<file path="src/rtl/axi4l_arb_pkg.sv">
// Shared types and constants for the two-requester AXI4-Lite master arbiter.
package axi4l_arb_pkg;

    typedef enum logic [1:0] {
        IDLE  = 2'd0,
        WRITE = 2'd1,
        READ  = 2'd2
    } state_t;

    localparam logic [1:0] OKAY   = 2'b00;
    localparam logic [1:0] EXOKAY = 2'b01;
    localparam logic [1:0] SLVERR = 2'b10;
    localparam logic [1:0] DECERR = 2'b11;

    localparam logic [2:0] PROT_DEFAULT = 3'b000;

endpackage

</file>
<file path="src/rtl/axi4l_req_arb_if.sv">
// AXI4-Lite bus bundle; master modport faces the arbiter, slave modport the memory side.
interface axi4l_req_arb_if #(
    parameter int ADDR_W = 32,
    parameter int DATA_W = 32
);
    logic [ADDR_W-1:0]   m_awaddr;
    logic [2:0]          m_awprot;
    logic                m_awvalid;
    logic                m_awready;
    logic [DATA_W-1:0]   m_wdata;
    logic [DATA_W/8-1:0] m_wstrb;
    logic                m_wvalid;
    logic                m_wready;
    logic [1:0]          m_bresp;
    logic                m_bvalid;
    logic                m_bready;
    logic [ADDR_W-1:0]   m_araddr;
    logic [2:0]          m_arprot;
    logic                m_arvalid;
    logic                m_arready;
    logic [DATA_W-1:0]   m_rdata;
    logic [1:0]          m_rresp;
    logic                m_rvalid;
    logic                m_rready;

    modport master (
        output m_awaddr, m_awprot, m_awvalid, input m_awready,
        output m_wdata, m_wstrb, m_wvalid, input m_wready,
        input m_bresp, m_bvalid, output m_bready,
        output m_araddr, m_arprot, m_arvalid, input m_arready,
        input m_rdata, m_rresp, m_rvalid, output m_rready
    );

    modport slave (
        input m_awaddr, m_awprot, m_awvalid, output m_awready,
        input m_wdata, m_wstrb, m_wvalid, output m_wready,
        output m_bresp, m_bvalid, input m_bready,
        input m_araddr, m_arprot, m_arvalid, output m_arready,
        output m_rdata, m_rresp, m_rvalid, input m_rready
    );

endinterface

</file>
<file path="src/rtl/axi4l_req_arb_rr_arb2.sv">
// Two-input round-robin picker: one-hot winner plus the pointer value to store if it is taken.
module rr_arb2 (
    input  logic [1:0] req,
    input  logic       last,
    output logic [1:0] win,
    output logic       last_nxt
);

    always_comb begin
        // NOTE: every output gets a default first so no path through the block can infer a latch.
        win      = 2'b00;
        last_nxt = last;
        unique case (req)
            2'b01:   win = 2'b01;
            2'b10:   win = 2'b10;
            2'b11:   win = last ? 2'b01 : 2'b10;
            default: win = 2'b00;
        endcase
        if (|win) last_nxt = win[1];
    end

endmodule

</file>
<file path="src/rtl/axi4l_req_arb.sv">
// Two-requester AXI4-Lite master: round-robin picks one command, issues it, reports completion.
module axi4l_req_arb
    import axi4l_arb_pkg::*;
#(
    parameter int ADDR_W = 32,
    parameter int DATA_W = 32
) (
    input  logic                  clk,
    input  logic                  rst,
    input  logic [1:0]            req,
    input  logic [1:0]            we,
    input  logic [2*ADDR_W-1:0]   addr,
    input  logic [2*DATA_W-1:0]   wdata,
    input  logic [2*DATA_W/8-1:0] wstrb,
    output logic [1:0]            gnt,
    output logic [1:0]            done,
    output logic [DATA_W-1:0]     rdata,
    output logic [1:0]            resp,
    axi4l_req_arb_if.master       m
);

    localparam int STRB_W = DATA_W / 8;

    state_t              state;
    logic                last;
    logic                last_nxt;
    logic                sel;
    logic [1:0]          win;
    logic                pick;
    logic                pick_we;
    logic [ADDR_W-1:0]   pick_addr;
    logic [DATA_W-1:0]   pick_wdata;
    logic [STRB_W-1:0]   pick_wstrb;

    rr_arb2 u_rr_arb2 (
        .req      (req),
        .last     (last),
        .win      (win),
        .last_nxt (last_nxt)
    );

    assign pick       = win[1];
    assign pick_we    = pick ? we[1] : we[0];
    assign pick_addr  = pick ? addr[ADDR_W +: ADDR_W]  : addr[0 +: ADDR_W];
    assign pick_wdata = pick ? wdata[DATA_W +: DATA_W] : wdata[0 +: DATA_W];
    assign pick_wstrb = pick ? wstrb[STRB_W +: STRB_W] : wstrb[0 +: STRB_W];

    assign m.m_awprot = PROT_DEFAULT;
    assign m.m_arprot = PROT_DEFAULT;

    // NOTE: datapath registers are reset along with control so the bus never shows X after reset.
    always_ff @(posedge clk or negedge rst) begin
        if (!rst) begin
            state       <= IDLE;
            last        <= 1'b1;
            sel         <= 1'b0;
            gnt         <= '0;
            done        <= '0;
            rdata       <= '0;
            resp        <= OKAY;
            m.m_awaddr  <= '0;
            m.m_awvalid <= 1'b0;
            m.m_wdata   <= '0;
            m.m_wstrb   <= '0;
            m.m_wvalid  <= 1'b0;
            m.m_bready  <= 1'b0;
            m.m_araddr  <= '0;
            m.m_arvalid <= 1'b0;
            m.m_rready  <= 1'b0;
        end else begin
            // NOTE: non-blocking assignments keep every register update on the same clock edge.
            gnt  <= '0;
            done <= '0;
            unique case (state)
                IDLE: begin
                    if (|req) begin
                        sel  <= pick;
                        last <= last_nxt;
                        gnt  <= win;
                        if (pick_we) begin
                            state       <= WRITE;
                            m.m_awaddr  <= pick_addr;
                            m.m_wdata   <= pick_wdata;
                            m.m_wstrb   <= pick_wstrb;
                            m.m_awvalid <= 1'b1;
                            m.m_wvalid  <= 1'b1;
                            m.m_bready  <= 1'b1;
                        end else begin
                            state       <= READ;
                            m.m_araddr  <= pick_addr;
                            m.m_arvalid <= 1'b1;
                            m.m_rready  <= 1'b1;
                        end
                    end
                end
                WRITE: begin
                    if (m.m_awvalid && m.m_awready) m.m_awvalid <= 1'b0;
                    if (m.m_wvalid && m.m_wready)   m.m_wvalid  <= 1'b0;
                    if (m.m_bvalid && m.m_bready) begin
                        resp        <= m.m_bresp;
                        done        <= sel ? 2'b10 : 2'b01;
                        m.m_awvalid <= 1'b0;
                        m.m_wvalid  <= 1'b0;
                        m.m_bready  <= 1'b0;
                        state       <= IDLE;
                    end
                end
                READ: begin
                    if (m.m_arvalid && m.m_arready) m.m_arvalid <= 1'b0;
                    if (m.m_rvalid && m.m_rready) begin
                        rdata       <= m.m_rdata;
                        resp        <= m.m_rresp;
                        done        <= sel ? 2'b10 : 2'b01;
                        m.m_arvalid <= 1'b0;
                        m.m_rready  <= 1'b0;
                        state       <= IDLE;
                    end
                end
                default: state <= IDLE;
            endcase
        end
    end

endmodule

</file>
<file path="src/flat_wrapper.sv">
// flat-port wrapper written by rule: the top's interface ports become plain ports
module axi4l_req_arb_flat import axi4l_arb_pkg::*;
#(
    parameter int ADDR_W = 32,
    parameter int DATA_W = 32
)
  (clk, rst, req, we, addr, wdata, wstrb, gnt, done, rdata, resp, m_m_awaddr, m_m_awprot, m_m_awvalid, m_m_awready, m_m_wdata, m_m_wstrb, m_m_wvalid, m_m_wready, m_m_bresp, m_m_bvalid, m_m_bready, m_m_araddr, m_m_arprot, m_m_arvalid, m_m_arready, m_m_rdata, m_m_rresp, m_m_rvalid, m_m_rready);
  axi4l_req_arb_if #(.ADDR_W(ADDR_W), .DATA_W(DATA_W)) m_i ();
  input  logic clk;
  input  logic rst;
  input  logic [1:0] req;
  input  logic [1:0] we;
  input  logic [2*ADDR_W-1:0] addr;
  input  logic [2*DATA_W-1:0] wdata;
  input  logic [2*DATA_W/8-1:0] wstrb;
  output logic [1:0] gnt;
  output logic [1:0] done;
  output logic [DATA_W-1:0] rdata;
  output logic [1:0] resp;
  output wire logic [$bits(m_i.m_awaddr)-1:0] m_m_awaddr;
  output wire logic [$bits(m_i.m_awprot)-1:0] m_m_awprot;
  output wire logic [$bits(m_i.m_awvalid)-1:0] m_m_awvalid;
  input wire logic [$bits(m_i.m_awready)-1:0] m_m_awready;
  output wire logic [$bits(m_i.m_wdata)-1:0] m_m_wdata;
  output wire logic [$bits(m_i.m_wstrb)-1:0] m_m_wstrb;
  output wire logic [$bits(m_i.m_wvalid)-1:0] m_m_wvalid;
  input wire logic [$bits(m_i.m_wready)-1:0] m_m_wready;
  input wire logic [$bits(m_i.m_bresp)-1:0] m_m_bresp;
  input wire logic [$bits(m_i.m_bvalid)-1:0] m_m_bvalid;
  output wire logic [$bits(m_i.m_bready)-1:0] m_m_bready;
  output wire logic [$bits(m_i.m_araddr)-1:0] m_m_araddr;
  output wire logic [$bits(m_i.m_arprot)-1:0] m_m_arprot;
  output wire logic [$bits(m_i.m_arvalid)-1:0] m_m_arvalid;
  input wire logic [$bits(m_i.m_arready)-1:0] m_m_arready;
  input wire logic [$bits(m_i.m_rdata)-1:0] m_m_rdata;
  input wire logic [$bits(m_i.m_rresp)-1:0] m_m_rresp;
  input wire logic [$bits(m_i.m_rvalid)-1:0] m_m_rvalid;
  output wire logic [$bits(m_i.m_rready)-1:0] m_m_rready;
  assign m_m_awaddr = m_i.m_awaddr;
  assign m_m_awprot = m_i.m_awprot;
  assign m_m_awvalid = m_i.m_awvalid;
  assign m_i.m_awready = m_m_awready;
  assign m_m_wdata = m_i.m_wdata;
  assign m_m_wstrb = m_i.m_wstrb;
  assign m_m_wvalid = m_i.m_wvalid;
  assign m_i.m_wready = m_m_wready;
  assign m_i.m_bresp = m_m_bresp;
  assign m_i.m_bvalid = m_m_bvalid;
  assign m_m_bready = m_i.m_bready;
  assign m_m_araddr = m_i.m_araddr;
  assign m_m_arprot = m_i.m_arprot;
  assign m_m_arvalid = m_i.m_arvalid;
  assign m_i.m_arready = m_m_arready;
  assign m_i.m_rdata = m_m_rdata;
  assign m_i.m_rresp = m_m_rresp;
  assign m_i.m_rvalid = m_m_rvalid;
  assign m_m_rready = m_i.m_rready;
  axi4l_req_arb #(.ADDR_W(ADDR_W), .DATA_W(DATA_W)) u_core (.clk(clk), .rst(rst), .req(req), .we(we), .addr(addr), .wdata(wdata), .wstrb(wstrb), .gnt(gnt), .done(done), .rdata(rdata), .resp(resp), .m(m_i));
endmodule
</file>
<file path="config.mk">
export PLATFORM = sky130hd
export DESIGN_NAME = axi4l_req_arb_flat
export DESIGN_NICKNAME = d
export VERILOG_FILES = /design/src/rtl/axi4l_arb_pkg.sv /design/src/rtl/axi4l_req_arb_if.sv /design/src/rtl/axi4l_req_arb_rr_arb2.sv /design/src/rtl/axi4l_req_arb.sv /design/src/flat_wrapper.sv
export SDC_FILE = /design/constraint.sdc
export NUM_CORES = 1
export LEC_CHECK = 0
export BUFFER_PORTS_ARGS = -buffer_cell sky130_fd_sc_hd__buf_2
export CELL_PAD_IN_SITES_DETAIL_PLACEMENT = 0
export CELL_PAD_IN_SITES_GLOBAL_PLACEMENT = 1
export CORE_MARGIN = 5
export CORE_UTILIZATION = 34
export DETAILED_ROUTE_END_ITERATION = 10
export GPL_ROUTABILITY_DRIVEN = 0
export PLACE_DENSITY = 0.85
export SETUP_SLACK_MARGIN = 0.3
export SYNTH_ARGS = -nofsm -noshare
export SYNTH_HDL_FRONTEND = slang
export SYNTH_SLANG_ARGS = --single-unit
</file>
<file path="constraint.sdc">
create_clock -name clk -period 2 [get_ports clk]
set_input_delay 0.1 -clock clk [delete_from_list [all_inputs] [get_ports clk]]
set_output_delay 0.1 -clock clk [all_outputs]
set_load 0.01 [all_outputs]
</file>
==> flow_metrics.py <==
metrics = {
    "status": {
        "status": "finished clean",
    },
    "detailed_routing": {
        "drt_first_iter_violations": 220,
        "dr.pass1.iters": 4,
        "routed_via_density": 4.867,
        "drc": 0,
        "antenna_left": 0,
        "vias": 5787,
        "wl_mm": 21.85,
        "wl_per_cell_um": 18.38,
    },
    "yosys": {
        "ys_ff_latch": 147,
        "ys_seq_area_share_pct": 56.58,
        "synth_area_um2": 6504,
        "yosysUniqueCellTypes": 35,
        "avgSynthCellArea_um2": 12.46,
        "yosysWarnings": 0,
        "netlist_instances": 522,
    },
    "cts": {
        "cts_root_buffer": "clkbuf_16",
        "cts_buffer_depth": 2,
        "cts_sinks": 147,
        "cts_buffers": 17,
        "cts_tree": "built",
        "cts.clk_slew.worst_paths_ns": 0.07,
        "clock_latency_ns": 0.41,
        "htree_levels": 4,
    },
    "sta": {
        "setup_viol": 0,
        "clock_skew_ns": 0.008592,
        "fmax_mhz": 555.4,
        "setup_slack_ns": 0.1995,
        "finalHoldViolations": 0,
        "tightest_slew_ns": 0.5300,
        "rsz0062_at_grt": "yes",
        "period_minus_slack_ns": 1.800,
        "finalSetupTns_ns": 0,
        "hold-worst-slack_ns": 0.009174,
        "maxSlewHeadroom_pct": 64.67,
        "slew_viol_final": 0,
        "finalCritPeriodShare_pct": 90.02,
    },
    "worst_setup_path": {
        "r2r.worst_path.cells": 5,
        "cp_max_fo": 5,
        "start_kind": "flip-flop",
        "r2r_start": "u_core.last",
        "reg2reg_to": "u_core.m.m_awaddr[17]",
        "reg2reg_slack_ns": 0.20,
        "cp_data_required_time_ns": 2.30,
        "path_class": "flip-flop to flip-flop",
        "cp.arrival_ns": 2.10,
        "worst_setup_path_end_kind": "flip-flop",
        "crit_start": "u_core.last",
    },
    "place": {
        "dp.cells": 1057,
        "pre_cts_slack_ns": 0.06070,
        "placed_cell_area_um2": 8441,
        "port_buffers": 325,
        "dp_hpwl_mm": 14.14,
    },
    "floorplan": {
        "die_h_um": 148.3,
        "dieArea_um2": 21990,
        "start_util_pct": 34.65,
        "num_rows": 50,
        "core_area_um2": 18770,
        "die_x_um": 148.3,
        "io_pins": 332,
    },
    "grt": {
        "met1_usage_pct": 22.57,
        "globalRouteMet3Util_pct": 6.094,
        "antenna_found_initial": 1,
        "first_global_vias": 6169,
        "grt_overflow": 0,
        "busiest_layer": "met2",
        "grt_use_total_pct": 19.47,
        "grt_pass1_wl_mm": 33.87,
        "met2_usage_pct": 34.09,
        "grt_start_max_net_pins": 58,
    },
    "finish": {
        "nets": 1127,
        "stdcell_count": 1189,
        "postLayoutCellArea_um2": 10300,
        "multi_input_area_um2": 2741,
        "seqCellArea_um2": 3680,
        "final_common_cell": "buf_2",
        "drive_gt1_share_pct": 51.36,
        "areaGrowthSynthToFinish_pct": 58.31,
        "final_cell_mix": "buf_2, dfrtp_1, a21oi_1",
        "fill_cells": 1586,
    },
    "pwr": {
        "vdd_drop_max_uv": 643.1,
        "leakage_nw": 5.034,
        "p_per_area_nw_per_um2": 1533,
    },
    "worst_hold_path": {
        "min_path_type": "primary input to flip-flop",
        "hold_path_depth": 3,
        "holdCritStartpoint": "wdata[11]",
        "holdPathEnd": "u_core.m.m_wdata[11]",
    },
    "flow_run": {
        "max-cap-violations": 0,
    },
}
kinds of logic after synthesis:
family / count (synthesis) / synth area share, %
AOI/OAI and AO/OA: 161 / 13.93
adders and majority gates: 3 / 0.5772
buffers and inverters: 52 / 4.252
DFF: 147 / 56.58
muxes: 136 / 23.01
other: 1 / 0.05766
and+or+nand+nor: 22 / 1.597
state kept, by name (all words and copies together) (netlist names), 4 cells and up:
signal and flops:
u_core.m.m_wstrb 4, u_core.m.m_wdata 32, u_core.m.m_awaddr 32, u_core.rdata 32, u_core.m.m_araddr 32
layer usage:
| metal | wire length (um) | share of wire [%] | vias up |
|---|---|---|---|
| li1 | - | - | 2723 |
| met5 | 0 | 0 | - |
| met2 | 11290 | 52 | 226 |
| met1 | 8426 | 39 | 2800 |
| met3 | 1576 | 7.2 | 38 |
| met4 | 558 | 2.6 | 0 |
cell type report:
type / count / share of cell area (%)
multi-input combinational: 330 / 26.63
antenna: 1 / 0.02430
sequential: 147 / 35.74
timing repair buffer: 440 / 28.80
clock inverter: 15 / 1.653
clock buffer: 17 / 4.132
inverter: 5 / 0.1823
tap: 234 / 2.844
critical path, stage by stage, from the launching register on:
cell,delay (ns)
dfstp_2,0.55
and2b_2,0.27
o22ai_4,0.17
and2_4,0.23
clkbuf_16,0.18
mux2_4,0.30
cells in the mapped netlist:
library cell	count	area, um^2
o22ai_1	1	6.260
clkbuf_1	16	60.06
and2b_1	1	7.510
a22o_1	1	8.760
nand2_1	8	30.03
o2bb2ai_1	4	35.03
o21ai_0	3	15.01
o22ai_2	1	12.51
o32ai_4	1	27.53
buf_4	15	112.6
a21oi_1	126	630.6
a2bb2oi_1	4	35.03
dfstp_2	1	26.28
inv_1	5	18.77
ha_1	3	37.54
nor2_1	7	26.28
mux2i_1	52	520.5
a21o_1	1	7.510
mux2_1	1	11.26
a21bo_2	1	10.01
a31oi_1	16	100.1
buf_6	1	11.26
a21boi_0	1	7.510
conb_1	1	3.750
buf_1	1	3.750
buf_2	14	70.07
nand2_4	1	11.26
dfrtp_1	146	3654
nand2b_1	1	6.260
nand3_1	2	10.01
a21bo_1	1	10.01
and3_1	1	6.260
and2_1	1	6.260
mux2_2	75	844.6
mux2_4	8	120.1
power by group:
part / internal (mW) / leakage [nW] / switching (mW)
Clock: 1.87 / 0.274 / 1.35
Sequential: 4.46 / 1.68 / 0.767
Combinational: 3.56 / 3.08 / 3.78
stage by stage:
stage	utilization (%)	total power, mW
after floorplan	-	8.975
after detailed placement	44.97	11.70
after global routing	54.86	16.80
after global placement	44.97	11.55
after CTS	53.75	15.51
final	54.86	15.78
how the worst max path moves through the flow:
stage,slack (ns),to
4_1_cts,0.19,u_core.m.m_araddr[12]
3_5_place_dp,0.06,u_core.m.m_araddr[22]
2_1_floorplan,0.16,u_core.m.m_araddr[22]
5_1_grt,0.15,u_core.m.m_awaddr[20]
3_3_place_gp,0.14,u_core.m.m_araddr[22]
6_report,0.20,u_core.m.m_awaddr[17]
timing repair:
action,in CTS,in global routing
endpoints found under the setup margin,115,113
hold buffers,85,1
pin swaps,1,5
setup buffers,4,3
cloned,4,2
gates resized for setup,18,32
endpoints found under the hold margin,114,1
Note: power is estimated with default switching activity, not from simulation.
